## config.mk

```make
export PLATFORM = sky130hd
export DESIGN_NAME = prime_round_scorer
export DESIGN_NICKNAME = d
export VERILOG_FILES = /design/src/rtl/prime_round_scorer.sv
export SDC_FILE = /design/constraint.sdc
export NUM_CORES = 1
export LEC_CHECK = 0
export ABC_CLOCK_PERIOD_IN_PS = 6550
export CORE_UTILIZATION = 58
export DETAILED_ROUTE_END_ITERATION = 10
export PLACE_DENSITY_LB_ADDON = 0.12
export RECOVER_POWER = 25
export SYNTH_ARGS = -nofsm -noshare
export SYNTH_HDL_FRONTEND = slang
export SYNTH_SLANG_ARGS = --single-unit
```

## constraint.sdc

```tcl
create_clock -name Clk -period 6.55 [get_ports Clk]
set_clock_uncertainty 0.05 [all_clocks]
set_input_delay 1.6375 -clock Clk [delete_from_list [all_inputs] [get_ports Clk]]
set_output_delay 1.6375 -clock Clk [all_outputs]
set_load 0.02 [all_outputs]
```

## src/rtl/prime_round_scorer.sv

```systemverilog
// prime_round_scorer: runs one game of ROUNDS prime/not-prime guesses for a
// single player, scores each guess with a saturating score, then hands the
// final result to the high-score RAM stage with a one-cycle enable.
//
//   state      | meaning
//   IDLE       | waiting for Start with a legal player ID
//   WAIT_GUESS | Guess_Ready high, waiting for a guess
//   CHECK      | trial division, one divisor from {2,3,5,7,11} per cycle
//   SCORE      | verdict pulse, score and round update
//   DONE       | enable pulse to the RAM stage
//   HOLD       | lockout while the RAM stage finishes its write
module prime_round_scorer #(
  parameter int ROUNDS      = 10,
  parameter int CORRECT_PTS = 2,
  parameter int WRONG_PTS   = 1,
  parameter int HOLD_CYCLES = 3
) (
  input  logic       Clk,
  input  logic       Reset,
  input  logic       Start,
  input  logic [2:0] Player_ID_In,
  input  logic       Guess_Valid,
  input  logic [6:0] Number,
  input  logic       Guess_Is_Prime,
  output logic       Guess_Ready,
  output logic       Verdict_Valid,
  output logic       Verdict_Correct,
  output logic [3:0] Round_Count,
  output logic [6:0] Running_Score,
  output logic [2:0] Player_ID,
  output logic [6:0] Current_Score,
  output logic       enable,
  output logic       Busy
);

  typedef enum logic [2:0] {
    IDLE, WAIT_GUESS, CHECK, SCORE, DONE, HOLD
  } state_t;

  state_t     state, state_nxt;
  logic [6:0] num_q;
  logic       claim_q;
  logic       is_prime_q;
  logic [2:0] idx;
  logic [3:0] hold_cnt;

  logic [6:0] divisor;
  logic [7:0] div_sq;
  logic       rem_zero;
  logic       check_done;
  logic       check_prime;
  logic       correct;
  logic [8:0] score_ext;
  logic [8:0] score_sum;
  logic [6:0] score_new;
  logic [3:0] round_new;
  logic       start_ok;

  assign start_ok  = Start && (Player_ID_In <= 3'd4);
  assign correct   = (is_prime_q == claim_q);
  assign round_new = Round_Count + 4'd1;

  // Current trial divisor and whether it divides the latched number.
  always_comb begin
    divisor  = 7'd11;
    rem_zero = 1'b0;
    case (idx)
      3'd0: begin divisor = 7'd2; rem_zero = ((num_q % 7'd2) == 7'd0); end
      3'd1: begin divisor = 7'd3; rem_zero = ((num_q % 7'd3) == 7'd0); end
      3'd2: begin divisor = 7'd5; rem_zero = ((num_q % 7'd5) == 7'd0); end
      3'd3: begin divisor = 7'd7; rem_zero = ((num_q % 7'd7) == 7'd0); end
      default: begin divisor = 7'd11; rem_zero = ((num_q % 7'd11) == 7'd0); end
    endcase
    div_sq = {1'b0, divisor} * {1'b0, divisor};
  end

  // One trial-division step; 11 is the last divisor needed below 128.
  always_comb begin
    check_done  = 1'b1;
    check_prime = 1'b0;
    if (num_q < 7'd2) begin
      check_prime = 1'b0;
    end else if (div_sq > {1'b0, num_q}) begin
      check_prime = 1'b1;
    end else if (num_q == divisor) begin
      check_prime = 1'b1;
    end else if (rem_zero) begin
      check_prime = 1'b0;
    end else if (idx == 3'd4) begin
      check_prime = 1'b1;
    end else begin
      check_done = 1'b0;
    end
  end

  // Saturating score update through a 9-bit intermediate.
  always_comb begin
    score_ext = {2'b00, Running_Score};
    score_sum = 9'd0;
    score_new = 7'd0;
    if (correct) begin
      score_sum = score_ext + 9'(CORRECT_PTS);
      score_new = (score_sum > 9'd127) ? 7'd127 : score_sum[6:0];
    end else if (score_ext < 9'(WRONG_PTS)) begin
      score_new = 7'd0;
    end else begin
      score_sum = score_ext - 9'(WRONG_PTS);
      score_new = score_sum[6:0];
    end
  end

  // State register.
  always_ff @(posedge Clk) begin
    if (!Reset) state <= IDLE;
    else        state <= state_nxt;
  end

  // Next-state logic.
  always_comb begin
    state_nxt = state;
    case (state)
      IDLE:       if (start_ok) state_nxt = WAIT_GUESS;
      WAIT_GUESS: if (Guess_Valid) state_nxt = CHECK;
      CHECK:      if (check_done) state_nxt = SCORE;
      SCORE:      state_nxt = (round_new == 4'(ROUNDS)) ? DONE : WAIT_GUESS;
      DONE:       state_nxt = HOLD;
      HOLD:       if (hold_cnt == 4'd0) state_nxt = IDLE;
      default:    state_nxt = IDLE;
    endcase
  end

  // Datapath registers; Current_Score is captured with the last score so it
  // is already valid while enable is high.
  always_ff @(posedge Clk) begin
    if (!Reset) begin
      num_q         <= 7'd0;
      claim_q       <= 1'b0;
      is_prime_q    <= 1'b0;
      idx           <= 3'd0;
      hold_cnt      <= 4'd0;
      Round_Count   <= 4'd0;
      Running_Score <= 7'd0;
      Player_ID     <= 3'd0;
      Current_Score <= 7'd0;
    end else begin
      case (state)
        IDLE: if (start_ok) begin
          Player_ID     <= Player_ID_In;
          Running_Score <= 7'd0;
          Round_Count   <= 4'd0;
          Current_Score <= 7'd0;
        end
        WAIT_GUESS: if (Guess_Valid) begin
          num_q   <= Number;
          claim_q <= Guess_Is_Prime;
          idx     <= 3'd0;
        end
        CHECK: begin
          if (check_done) is_prime_q <= check_prime;
          else            idx        <= idx + 3'd1;
        end
        SCORE: begin
          Running_Score <= score_new;
          Round_Count   <= round_new;
          if (round_new == 4'(ROUNDS)) Current_Score <= score_new;
        end
        DONE: hold_cnt <= 4'(HOLD_CYCLES - 1);
        HOLD: if (hold_cnt != 4'd0) hold_cnt <= hold_cnt - 4'd1;
        default: ;
      endcase
    end
  end

  // Moore outputs decoded from the state.
  always_comb begin
    Guess_Ready     = (state == WAIT_GUESS);
    Verdict_Valid   = (state == SCORE);
    Verdict_Correct = (state == SCORE) && correct;
    enable          = (state == DONE);
    Busy            = (state != IDLE);
  end

endmodule

```

# Word-level counts from Yosys, hierarchy flattened
# Cells that the tools add are included.
word_totals:
  ramBits: 0
  out_inout_bits: 26
  latchBits: 0
  inputBits: 15
  wordCells: 98
  regBits: 40
  rom_bits: 0
  memories: 0
classes:
  n_eq_ne: 19
  shifts: 0
  n_bitwise: 0
  div_mod_pow: 4
  magnitude_cmp: 5
  n_addsub: 5
  n_mux: 31
  mul: 1
  reduce_logical: 23
ops:
  columns: ["operator", "count"]
  rows:
  - ["$logic_not 7->1", 5]
  - ["$mux 7", 5]
  - ["$pmux 7 s2", 2]
  - ["$mux 3", 7]
  - ["$pmux 3 s6", 1]
  - ["$pmux 4 s2", 2]
  - ["$pmux 4 s4", 1]
  - ["$mod 7x3->7 const B", 2]
  - ["$eq 3x2->1 const B", 4]
  - ["$ne 2x2->1 const B", 6]
  - ["$reduce_and 2->1", 5]
  - ["$eq 3x3->1 const B", 3]
  - ["$mux 1", 9]
  - ["$add 7x2->8 const B", 1]
  - ["$gt 8x7->1", 1]
  - ["$gt 8x7->1 const B", 1]
  - ["$mul 7x7->8", 1]
  - ["$mux 4", 2]
  - ["$eq 7x7->1", 1]
  - ["$lt 7x1->1 const B", 1]
  - ["$lt 7x2->1 const B", 1]
  - ["$mod 7x2->7 const B", 1]
  - ["$mod 7x4->7 const B", 1]
  - ["$sub 7x1->7 const B", 1]
  - ["18 further kinds", 24]

# Depth between registers and ports, before layout
# Gate-level depths: netlist (run 1).
depth:
  ltp_word: 9
  depth_mapped: 20
  ltp_nobuf: 17

# Worst setup path after synthesis (run 1)
# No wires, ideal clock.
synth_timing:
  kind: "register -> register"
  from: "register idx[2]"
  to: "register idx[1]"
  t_required_ns: 6.428
  path_slack_ns: 2.986
  stages_incl_launch_ff: 19
  n_path_buf: 1
  arrival_ns: 3.442
  synth_period_minus_slack_ns: 3.564
  setup_time_ns: 0.072
  path_cell_list: "dfxtp_1 -> clkbuf_1 -> inv_1 -> ha_1 -> a21oi_1 -> inv_1 -> nor4b_1 -> nor2_1 -> ha_1 -> xor2_1 -> ha_1 -> nand3_1 -> a21oi_1 -> o32ai_1 -> o311ai_0 -> nor3b_1 -> nand4_1 -> nand2_2 -> mux2i_1"
synth_between:
  elab_chain_cells: 8
  elab_cells_between_ends: 17
  cone_classes: "1 x mul; 1 x order compare; 6 x eq/ne; 7 x mux; 2 x reduce/logical"
synth_lines:
  columns: ["element", "line_no", "source"]
  rows:
  - ["start: declaration", "44", "logic [2:0] idx;"]
  - ["start signal: assignment", "160", "else idx <= idx + 3'd1;"]
  - ["$eq 3x2->1 (tied with other cells)", "67", "case (idx)"]
  - ["$pmux 4 s4 (tied with other cells)", "67", null]
  - ["$mul 7x7->8 (tied with other cells)", "74", "div_sq = {1'b0, divisor} * {1'b0, divisor};"]
  - ["$gt 8x7->1 or $mux 1 (tied branches)", "83, 85", null]
  - ["$mux 1 (*)", "83", "end else if (div_sq > {1'b0, num_q}) begin"]
  - ["$mux 1 (*)", "81", "if (num_q < 7'd2) begin"]
  - ["$ne 2x2->1 (no source line) (*)", null, null]
  - ["$reduce_and 3->1 (no source line) (*)", null, null]
# Every way passes the cells marked *; elsewhere a longest branch is shown, timed or not.
# A chain may end at the register's enable or synchronous reset.

# Worst setup path after layout (run 1)
layout_timing:
  from: "register num_q[3]"
  to: "register is_prime_q"
layout_between:
  elab_chain_cells: 8
  elab_cells_between_ends: 21
  cone_classes: "4 x div; 2 x order compare; 1 x eq/ne; 9 x mux; 5 x reduce/logical"
layout_lines:
  columns: ["element", "line_no", "source"]
  rows:
  - ["start: declaration", "41", "logic [6:0] num_q;"]
  - ["start signal: assignment", "154", "num_q <= Number;"]
  - ["$mod 7x4->7 (tied with other cells)", "72", "default: begin divisor = 7'd11; rem_zero = ((num_q % 7'd11) == 7'd0); end"]
  - ["$logic_not 7->1 (on tied branches)", null, null]
  - ["$pmux 1 s4", "67", null]
  - ["$mux 1", "87", "end else if (rem_zero) begin"]
  - ["$mux 1", "85", "end else if (num_q == divisor) begin"]
  - ["$mux 1", "83", null]
  - ["$mux 1", "81", null]
  - ["$reduce_and 2->1 (no source line)", null, null]
  - ["end signal: assignment", "159", "if (check_done) is_prime_q <= check_prime;"]
  - ["end: declaration", "43", "logic is_prime_q;"]
# Parallel ways exist; a longest one is shown, timed or not.

==> run summary, run 1 <==
• startpoint of the most critical register-to-register path: num_q[3]
• number of enable flip-flop cells after synthesis: 0
• critical path type: reg -> reg
• r2r worst-path depth: 15
• area share of the largest cell type after synthesis: 17.3%
• routing usage on met3: 4.52%
• WP buf/inv: 3
• area of the mapped netlist: 4640 um^2
• Endpoint, Worst Hold: num_q[4]
• clock latency on the worst-skew pair: 0.30 ns
• net count of the mapped netlist: 668
• Ports: 41
• P per Cell Area: 168 nW/um^2
• Worst Path Max Fanout: 31
• Static Leak: 0.00188 uW
• violations in the final reports: capacitance limit, slew limit
• required time of the critical path: 6.69 ns
• instance count of the mapped netlist: 624
• most instantiated flip-flop cell in the synthesis netlist: sky130_fd_sc_hd__dfxtp_1
• top-count cell post-synth: sky130_fd_sc_hd__nand2_1
• initial detailed-routing violation count: 367
• Setup Viol. Count Final: 0
• pin count of the biggest net entering global routing: 57
• max_slew headroom: -2.56%
• starting density of the core: 60.1%
• post-CTS setup buffer count: 0
• gr usage total: 30.0%
• total of flip-flops plus latches after synthesis: 40
• setup TNS: 0 ns
• Achievable Freq: 232 MHz
• die extent in x: 91.5 um
• status: complete, but fails checks
• hold path startpoint: num_q[4]
• diodes inserted: 0
• antenna violations before repair: 0
• sum of overflow across all layers after global routing: 0
• post-CTS clock slew at the launch and capture registers of the worst setup and hold paths: 0.08 ns
• cell-by-cell trace of the critical path: buf_4 -> a21oi_1 -> a2111oi_0 -> o21a_1 -> inv_2 -> ha_1 -> inv_1 -> nand2_1 -> a222oi_1 -> o21ai_1 -> a221o_1 -> a41oi_1 -> a31oi_1 -> and3_1 -> o2111a_1
• vertical die dimension: 91.5 um
• Min-Delay Path Class: reg -> reg
• # clock sinks: 40
• per-instance average area after synthesis: 7.44 um^2
• Synth area leader: sky130_fd_sc_hd__dfxtp_1
• DRC violation count after routing: 0
• number of port buffers: 40
• Commonest cells post-synth: sky130_fd_sc_hd__nand2_1 (64), sky130_fd_sc_hd__dfxtp_1 (40), sky130_fd_sc_hd__nor2_1 (39), sky130_fd_sc_hd__o21ai_0 (34), sky130_fd_sc_hd__a21oi_1 (32)
• post-route clock period utilization: 65.9%
• post-route worst setup slack: 2.23 ns
• detailed-placement wirelength estimate: 8.77 mm
• via count of the first global-routing pass: 4538
• reg-to-reg critical path endpoint: is_prime_q
• crit-path leading delay family: compound AO/OA/AOI/OAI gates
• wire length per cell: 16.4 um
• global-route track usage on met2: 50.1%
• die area: 8360 um^2
• fraction of synthesis flops using an asynchronous set or reset pin: 0%
• Final Critical Period: 4.32 ns
• global routing usage on met1: 36.7%
• post-synth cell types: 86
• worst slack, placed: 2.33 ns
• Data arrival, critical path: 4.46 ns
• via density per instance: 6.34
• via count: 4673
• clock buffers created by TritonCTS: 5
• Final Wtd Congestion: 0.943
• number of detailed-routing iterations run before antenna repair: 6
• unrepaired setup endpoints after global routing: no
• YS warnings: 0
• Clock Path Buffers: 2
• final net count: 678
• wire length of the first global-routing pass: 20.8 mm
• top post-synthesis cells by area: sky130_fd_sc_hd__dfxtp_1 (17%), sky130_fd_sc_hd__ha_1 (7.8%), sky130_fd_sc_hd__nand2_1 (5.2%)
• max-cap check violation count: 1
• CP startpoint: num_q[3]
• clock tree from TritonCTS: done
• number of nets with antenna violations after detailed routing: 0
• sequential cell area fraction in the yosys report: 17.3%
• final wirelength: 12.1 mm
• slowest cell on the critical path: sky130_fd_sc_hd__dfxtp_1
• busiest layer in global routing: met2
• kind of launch point of the worst setup path: flop
• number of slew-limit violations in the final report: 43
• Row Count: 32
• share of cells above drive strength 1: 5.51%
• Clk Tree Root Cell: sky130_fd_sc_hd__clkbuf_8
• Max IR drop VDD: 0.198 mV
• flop2flop setup slack: 2.23 ns
• depth of the CTS H-tree: 2
• Layout Area Growth over Synthesis: 9.44%
• worst-margin pin slew: 1.54 ns
• Post-CTS Resized: 0
• number of hold-repair buffers added at the cts stage: 0
• crit end category: flop
• area inside the core boundary: 7730 um^2
• worst stage delay on the critical path: 1.01 ns
• placement-stage cell area: 4970 um^2
• total non-filler cell area in the finished layout: 5080 um^2
• Hold Path Cell Cnt: 2
• number of hold-slack violations in the final timing report: 0
[cells by family (layout without fill, tap and decap cells)]
logic type	after synthesis	count (layout)	share of synthesized area (%)
and+or+nand+nor	250	250	29.6
AOI/OAI and AO/OA	186	186	28.7
buffers and inverters	77	88	8.14
DFF	40	40	17.3
adders and majority gates	30	30	8.03
xor gates and xnor gates	24	24	4.53
muxes	17	17	3.69
[flip-flops by register name, summed over array words and instances (netlist names)]
signal / flops
Current_Score: 7
Player_ID: 3
Round_Count: 4
Running_Score: 7
claim_q: 1
hold_cnt: 4
idx: 3
is_prime_q: 1
num_q: 7
state: 3
[metal layers]
metal	up-vias	part of all wire (%)
li1	2304	-
met1	2174	43
met3	42	5.7
met2	153	47
met5	-	0
met4	0	4.5
[area by class of cell]
class	count	area, um^2
clock buffer	6	72.6
clock inverter	2	35.0
fill	675	2650
inverter	31	116
multi-input combinational	507	3460
sequential	40	801
tap	102	128
timing repair buffer	49	464
[how the worst max path moves through the flow]
| stage | endpoint | slack [ns] | cells past startpoint |
|---|---|---|---|
| finish | is_prime_q | 2.23 | 15 |
| global route | is_prime_q | 1.95 | 15 |
| CTS | is_prime_q | 2.32 | 15 |
| detailed placement | is_prime_q | 2.33 | 15 |
| global placement | is_prime_q | 2.41 | 15 |
| floorplan | idx[1] | 2.99 | 18 |
[stage by stage]
| step | utilization (%) | hold slack, ns | instances | total power [uW] |
|---|---|---|---|---|
| 3_3_place_gp | 64.4 | 0.402 | 729 | 638 |
| 5_1_grt | 65.7 | 0.444 | 737 | 905 |
| 2_1_floorplan | - | 0.398 | 624 | 565 |
| 4_1_cts | 65.8 | 0.420 | 737 | 850 |
| 6_report | 65.7 | 0.422 | 737 | 854 |
| 3_5_place_dp | 64.4 | 0.409 | 729 | 648 |
[tightest hold or removal path, stage by stage (launching register included)]
cell                       delay, ns
sky130_fd_sc_hd__dfxtp_1        0.31
sky130_fd_sc_hd__nand2_1        0.04
sky130_fd_sc_hd__a21boi_0       0.06
[cell usage in the layout, fill, tap and decap left out, drive strengths merged, types with 6 or more instances in the layout]
cell type / n
o22ai: 8
and3: 8
o21ai: 41
a2111oi: 7
dfxtp: 40
nor2: 40
o211ai: 6
nand2: 67
buf: 8
clkbuf: 7
nor2b: 23
a21boi: 17
a21oi: 32
and2: 12
inv: 28
and3b: 7
a31oi: 6
mux2i: 16
nand3: 18
nor3: 7
a211oi: 7
xnor2: 20
nand2b: 13
clkdlybuf4s50: 39
o311ai: 6
nor3b: 11
ha: 29
[where the power goes]
part	switching [uW]	internal, uW	total, uW	leakage (uW)
Sequential	22.7	252	275	0.000323
Clock	90.5	113	204	0.0000552
Combinational	218	156	375	0.00151
Total	332	522	854	0.00188
No activity file was read; power rests on OpenSTA's default activity.
==> run 2, diff against run 1 <==
--- a/config.mk
+++ b/config.mk
@@ -5,7 +5,7 @@
 export SDC_FILE = /design/constraint.sdc
 export NUM_CORES = 1
 export LEC_CHECK = 0
-export ABC_CLOCK_PERIOD_IN_PS = 6550
+export ABC_CLOCK_PERIOD_IN_PS = 3980
 export CORE_UTILIZATION = 58
 export DETAILED_ROUTE_END_ITERATION = 10
 export PLACE_DENSITY_LB_ADDON = 0.12
==> constraint.sdc (replaced) <==
create_clock -name Clk -period 3.98 [get_ports Clk]
set_clock_uncertainty 0.05 [all_clocks]
set_input_delay 0.995 -clock Clk [delete_from_list [all_inputs] [get_ports Clk]]
set_output_delay 0.995 -clock Clk [all_outputs]
set_load 0.02 [all_outputs]
==> run 2 against run 1 <==
The flow now finishes without violations. Register-to-register slack lost 2.0 ns. Via count increased by 3.9%. Worst hold slack better by 0.016 ns. Utilization up 2.4 points. Sequential power rose by 63%. Clock power increased by 39%. Critical path type unchanged. Highest routed layer unchanged.
==> run summary, run 2 (synthesis gave the netlist of run 1 again) <==
• number of slew-limit violations in the final report: 0, -100%
• worst slack, placed: 0.104 ns, -2.22 ns
• number of hold-slack violations in the final timing report: 0, unchanged
• internal power contribution: 838 uW, +61%
• Pwr Total: 1390 uW, +63%
• Min-Delay Path Class: reg -> reg
• max_slew headroom: 47.0%, +50 points
• Worst Path Max Fanout: 16, -48%
• number of fill cells: 646, -4.3%
• setup TNS: 0 ns, unchanged
• vertical die dimension: 91.5 um, unchanged
• number of nets with antenna violations after detailed routing: 0, unchanged
• Ports: 41, unchanged
• DRC violation count after routing: 0, unchanged
• share of cells above drive strength 1: 9.45%, +3.9 points
• # clock sinks: 40, unchanged
• Clock Path Buffers: 2, unchanged
• crit-path leading delay family: compound AO/OA/AOI/OAI gates
• antenna violations before repair: 0, unchanged
• switching fraction of total power: 39.8%, +0.98 points
• clock tree from TritonCTS: done
• final wirelength: 12.9 mm, +6.3%
• Final Wtd Congestion: 1.00, +6.5%
• Achievable Freq: 270 MHz, +17%
• kind of launch point of the worst setup path: flop
• Layout Area Growth over Synthesis: 13.5%
• wire length per cell: 17.0 um, +3.3%
• status: complete, no violations
• clock latency on the worst-skew pair: 0.29 ns, about the same
• flip-flop and latch area: 806 um^2, +0.63%
• sequential share of power: 32.2%, about the same
• number of cells after detailed placement: 750, +2.9%
• number of port buffers: 40, unchanged
• final cell count without fillers: 758, +2.8%
• wire length of the first global-routing pass: 21.7 mm, +4.5%
• critical path type: reg -> reg
• Data arrival, critical path: 3.85 ns, -0.61 ns
• detailed-placement wirelength estimate: 9.61 mm, +9.5%
• Max IR drop VDD: 0.231 mV, +17%
• pin count of the biggest net entering global routing: 31, -46%
• Static Leak: 0.00202 uW, +7.0%
• post-CTS setup buffer count: 0, unchanged
• Clk Tree Root Cell: sky130_fd_sc_hd__clkbuf_8
• starting density of the core: 60.1%, unchanged
• slowest cell on the critical path: sky130_fd_sc_hd__dfxtp_1
• clock buffers created by TritonCTS: 5, unchanged
• most frequent cells in the layout: sky130_fd_sc_hd__nand2_1 (64), sky130_fd_sc_hd__nor2_1 (39), sky130_fd_sc_hd__dfxtp_1 (36), sky130_fd_sc_hd__o21ai_0 (34), sky130_fd_sc_hd__clkdlybuf4s50_1 (32)
• WP buf/inv: 3, unchanged
• P per Cell Area: 265 nW/um^2, +57%
• largest registers: Current_Score (7), Running_Score (7), num_q (7)
• initial detailed-routing violation count: 312, -15%
• clock power share: 20.4%, -3.5 points
• depth of the CTS H-tree: 2, unchanged
• number of detailed-routing iterations run before antenna repair: 6, unchanged
• via density per instance: 6.41, +1.0%
• cell-by-cell trace of the critical path: buf_4 -> or3b_1 -> a21oi_1 -> a2111oi_2 -> o21a_1 -> inv_2 -> ha_1 -> inv_1 -> nand2_1 -> a222oi_1 -> o21ai_1 -> a221o_1 -> a41oi_1 -> a31oi_1 -> and3_1 -> o2111a_1
• die extent in x: 91.5 um, unchanged
• worst stage delay on the critical path: 0.39 ns, -0.62 ns
• worst-margin pin slew: 0.796 ns, -0.743 ns
• Setup Viol. Count Final: 0, unchanged
• Final Critical Period: 3.71 ns, -0.612 ns
• gr usage total: 31.5%, +1.6 points
• die area: 8360 um^2, unchanged
• Multi-input gate area: 3480 um^2, +0.47%
• post-route worst setup slack: 0.274 ns, -1.96 ns
• final net count: 699, +3.1%
• most frequent standard cell in the layout excluding fill and tap cells: sky130_fd_sc_hd__nand2_1
• Row Count: 32, unchanged
• net load switching power: 555 uW, +67%
• sum of overflow across all layers after global routing: 0, unchanged
• max-cap check violation count: 0, -1
• area inside the core boundary: 7730 um^2, unchanged
• post-CTS clock slew at the launch and capture registers of the worst setup and hold paths: 0.08 ns, about the same
• post-route clock period utilization: 93.1%, +27 points
• crit end category: flop
• diodes inserted: 0, unchanged
• required time of the critical path: 4.12 ns, -2.57 ns
• unrepaired setup endpoints after global routing: no
• via count of the first global-routing pass: 4636, +2.2%
• portion of total power attributed to combinational logic: 47.4%, +3.5 points
• via count: 4855, +3.9%
[run 2: cell types whose count changed in the layout (fill, tap and decap cells not counted), moves of 2 or more]
cell                              change
sky130_fd_sc_hd__dlygate4sd3_1        +7
sky130_fd_sc_hd__dfxtp_1              -4
sky130_fd_sc_hd__buf_12               +2
sky130_fd_sc_hd__dfxtp_2              +4
sky130_fd_sc_hd__buf_4               +19
sky130_fd_sc_hd__clkdlybuf4s50_1      -7
[run 2: final timing paths]
path                                   from          end  slack (ns)  cells past startpoint
worst max-delay path               num_q[5]   is_prime_q        0.27                     16
worst min-delay path            hold_cnt[1]  hold_cnt[1]        0.44                      2
worst max register to register     num_q[5]   is_prime_q        0.27                     16
worst min register to register  hold_cnt[1]  hold_cnt[1]        0.44                      2
[run 2: final cells by class]
class                           instances  share of cell area [%]
Tap cell                              102                    2.42
Inverter                               31                    2.21
Clock buffer                            8                    1.71
Multi-Input combinational cell        507                    66.1
Timing Repair Buffer                   70                    12.3
Sequential cell                        40                    15.3
[run 2: what timing repair did]
| action | CTS | global route |
|---|---|---|
| resized for setup | 0 | 8 |
| setup endpoints to repair | 0 | 5 |
| hold buffers | 0 | 0 |
[run 2: power by group through the flow]
stage               clock network (uW)  registers [uW]  logic (uW)
global route                       306             450         727
finish                             284             448         661
detailed placement                   0             455         645
CTS                                290             446         649
floorplan                            0             442         489
global placement                     0             454         630
[run 2: stage by stage]
step / hold WS (ns) / instance area, um^2 / util [%]
finish: 0.439 / 5270 / 68.1
CTS: 0.440 / 5250 / 67.9
detailed placement: 0.428 / 5160 / 66.7
global placement: 0.416 / 5160 / 66.7
global route: 0.472 / 5270 / 68.1
floorplan: 0.398 / 4640 / -
[run 2: per-layer routing]
metal,global-route usage [%],up-vias,wire length (um)
met1,37.9,2291,5590
met5,0,-,0
met2,54.9,169,6010
met4,15.1,0,522
li1,-,2347,-
met3,4.27,48,765
[run 2: worst register-to-register path, stage by stage (launching register included)]
cell	delay [ns]
sky130_fd_sc_hd__dfxtp_1	0.39
sky130_fd_sc_hd__buf_4	0.23
sky130_fd_sc_hd__or3b_1	0.21
sky130_fd_sc_hd__a21oi_1	0.09
sky130_fd_sc_hd__a2111oi_2	0.33
sky130_fd_sc_hd__o21a_1	0.22
sky130_fd_sc_hd__inv_2	0.07
sky130_fd_sc_hd__ha_1	0.20
sky130_fd_sc_hd__inv_1	0.10
sky130_fd_sc_hd__nand2_1	0.09
sky130_fd_sc_hd__a222oi_1	0.35
sky130_fd_sc_hd__o21ai_1	0.11
sky130_fd_sc_hd__a221o_1	0.36
sky130_fd_sc_hd__a41oi_1	0.25
sky130_fd_sc_hd__a31oi_1	0.15
sky130_fd_sc_hd__and3_1	0.20
sky130_fd_sc_hd__o2111a_1	0.21
==> run 3, diff against run 2 <==
--- a/config.mk
+++ b/config.mk
@@ -6,8 +6,10 @@
 export NUM_CORES = 1
 export LEC_CHECK = 0
 export ABC_CLOCK_PERIOD_IN_PS = 3980
-export CORE_UTILIZATION = 58
+export CORE_UTILIZATION = 60
+export CTS_CLUSTER_DIAMETER = 80
 export DETAILED_ROUTE_END_ITERATION = 10
+export HOLD_SLACK_MARGIN = 0.03
 export PLACE_DENSITY_LB_ADDON = 0.12
 export RECOVER_POWER = 25
 export SYNTH_ARGS = -nofsm -noshare
==> run 3 against run 2 <==
First-iteration DRC count shrank 8.3%. Clock power shrank 6%. Wire length is 4.1% lower. Utilization increased by 2.8 points. Power fell by 2.0%. Critical path type unchanged. Critical endpoint unchanged.
==> run summary, run 3 (synthesis gave the netlist of run 1 again) <==
• Min-Delay Path Class: reg -> reg
• max_slew headroom: 42.1%, -4.9 points
• setup TNS: 0 ns, unchanged
• final wirelength: 12.4 mm, -4.1%
• most frequent cells in the layout: sky130_fd_sc_hd__nand2_1 (64), sky130_fd_sc_hd__nor2_1 (39), sky130_fd_sc_hd__dfxtp_1 (35), sky130_fd_sc_hd__o21ai_0 (34), sky130_fd_sc_hd__clkdlybuf4s50_1 (34)
• vertical die dimension: 89.9 um, -1.6%
• Hold Path Cell Cnt: 2, unchanged
• sum of overflow across all layers after global routing: 0, unchanged
• via density per instance: 6.46, +0.89%
• Static Leak: 0.00197 uW, -2.1%
• # clock sinks: 40, unchanged
• number of fill cells: 607, -6.0%
• final net count: 691, -1.1%
• clock tree from TritonCTS: done
• number of port buffers: 40, unchanged
• number of hold-repair buffers added at the cts stage: 0, unchanged
• hold path startpoint: hold_cnt[1]
• critical path type: reg -> reg
• post-CTS clock slew at the launch and capture registers of the worst setup and hold paths: 0.08 ns, about the same
• Ports: 41, unchanged
• clock buffers created by TritonCTS: 5, unchanged
• Data arrival, critical path: 3.90 ns, +0.05 ns
• Setup Viol. Count Final: 0, unchanged
• die extent in x: 89.9 um, -1.6%
• Worst Path Max Fanout: 29, +13
• Layout Area Growth over Synthesis: 12.6%
• wire length of the first global-routing pass: 21.3 mm, -2.0%
• detailed-placement wirelength estimate: 9.22 mm, -4.0%
• pin count of the biggest net entering global routing: 52, +68%
• max-cap check violation count: 0, unchanged
• starting density of the core: 63.0%, +2.9 points
• Achievable Freq: 266 MHz, -1.3%
• number of hold-slack violations in the final timing report: 0, unchanged
• wire length per cell: 16.5 um, -2.7%
• die area: 8090 um^2, -3.3%
• required time of the critical path: 4.13 ns, about the same
• gr usage total: 30.9%, -0.66 points
• worst slack, placed: 0.0806 ns, -0.0233 ns
• diodes inserted: 0, unchanged
• via count: 4827, -0.58%
• number of detailed-routing iterations run before antenna repair: 5, -1
• post-route clock period utilization: 94.4%, +1.2 points
• Max IR drop VDD: 0.217 mV, -6.3%
• flop2flop setup slack: 0.22 ns, -0.05 ns
• number of slew-limit violations in the final report: 0, unchanged
• area inside the core boundary: 7370 um^2, -4.6%
• post-route worst setup slack: 0.225 ns, -0.0494 ns
• largest registers: Current_Score (7), Running_Score (7), num_q (7)
• Endpoint, Worst Hold: hold_cnt[1]
• Clock Path Buffers: 2, unchanged
• antenna violations before repair: 0, unchanged
• reg-to-reg critical path endpoint: is_prime_q
• status: complete, no violations
• r2r worst-path depth: 17, +1
• Final Critical Period: 3.76 ns, +0.0494 ns
• number of nets with antenna violations after detailed routing: 0, unchanged
• P per Cell Area: 261 nW/um^2, -1.3%
• Final Wtd Congestion: 0.970, -3.4%
• via count of the first global-routing pass: 4766, +2.8%
• Clk Tree Root Cell: sky130_fd_sc_hd__clkbuf_8
• share of cells above drive strength 1: 8.80%, -0.65 points
• most frequent standard cell in the layout excluding fill and tap cells: sky130_fd_sc_hd__nand2_1
• startpoint of the most critical register-to-register path: num_q[6]
• kind of launch point of the worst setup path: flop
• initial detailed-routing violation count: 286, -8.3%
• crit end category: flop
• Pwr Total: 1370 uW, -2.0%
• DRC violation count after routing: 0, unchanged
• worst-margin pin slew: 0.868 ns, +0.0728 ns
• clock latency on the worst-skew pair: 0.30 ns, about the same
• depth of the CTS H-tree: 2, unchanged
• Row Count: 31, -3.1%
## run 3: cell types whose count changed in the layout (fill, tap and decap cells not counted), sizes merged
cell / change
clkbuf: -3
buf: -8
clkinv: +3
clkdlybuf4s50: +2
dlygate4sd3: -2
## run 3: repair_timing
item | CTS | global route
gates resized for setup | 0 | 11
buffers inserted | 0 | 0
endpoints found under the setup margin | 0 | 5
## run 3: layout make-up
cell class | instances | area [um^2] | share of cell area (%)
Multi-Input combinational cell | 507 | 3480 | 66.6
Sequential cell | 40 | 807 | 15.4
Timing Repair Buffer | 62 | 612 | 11.7
Tap cell | 99 | 124 | 2.37
Inverter | 31 | 116 | 2.23
Clock buffer | 5 | 68.8 | 1.32
Clock inverter | 3 | 18.8 | 0.359
## run 3: how the worst max path moves through the flow
stage	from	to	slack (ns)	cells after the start
2_1_floorplan	idx[2]	idx[1]	0.42	18
3_3_place_gp	idx[2]	idx[0]	0.30	17
3_5_place_dp	idx[2]	idx[0]	0.08	17
4_1_cts	idx[2]	idx[0]	0.05	17
5_1_grt	idx[2]	idx[2]	-0.12	16
6_report	num_q[6]	is_prime_q	0.22	17
## run 3: power by group
group | internal, uW | switching, uW
clock | 122 | 146
combinational | 279 | 373
sequential | 416 | 28.4
## run 3: worst max-delay path, stage by stage, from the launching register on
cell and delay, ns:
sky130_fd_sc_hd__dfxtp_2 0.41, sky130_fd_sc_hd__buf_12 0.20, sky130_fd_sc_hd__buf_4 0.23, sky130_fd_sc_hd__nand2b_1 0.20, sky130_fd_sc_hd__o32ai_1 0.13, sky130_fd_sc_hd__nand2_1 0.08
sky130_fd_sc_hd__o21a_1 0.14, sky130_fd_sc_hd__inv_2 0.06, sky130_fd_sc_hd__ha_1 0.21, sky130_fd_sc_hd__inv_1 0.10, sky130_fd_sc_hd__nand2_1 0.08, sky130_fd_sc_hd__a222oi_1 0.34
sky130_fd_sc_hd__o21ai_1 0.10, sky130_fd_sc_hd__a221o_1 0.35, sky130_fd_sc_hd__a41oi_1 0.31, sky130_fd_sc_hd__a31oi_1 0.20, sky130_fd_sc_hd__and3_1 0.23, sky130_fd_sc_hd__o2111a_1 0.22
## run 3: metrics by stage
| stage | std cells | hold WS, ns | util (%) | instance area [um^2] |
|---|---|---|---|---|
| floorplan | 624 | 0.398 | - | 4640 |
| global placement | 739 | 0.417 | 69.5 | 5120 |
| detailed placement | 739 | 0.429 | 69.5 | 5120 |
| CTS | 747 | 0.444 | 70.6 | 5210 |
| global route | 747 | 0.491 | 70.9 | 5230 |
| finish | 747 | 0.438 | 70.9 | 5230 |
## run 3: metal layers
layer	track usage, %	share of wire, %	vias up
li1	-	-	2335
met5	0	0	-
met4	16.4	3.7	0
met2	54.2	48	200
met1	36.2	41	2246
met3	4.57	6.5	46
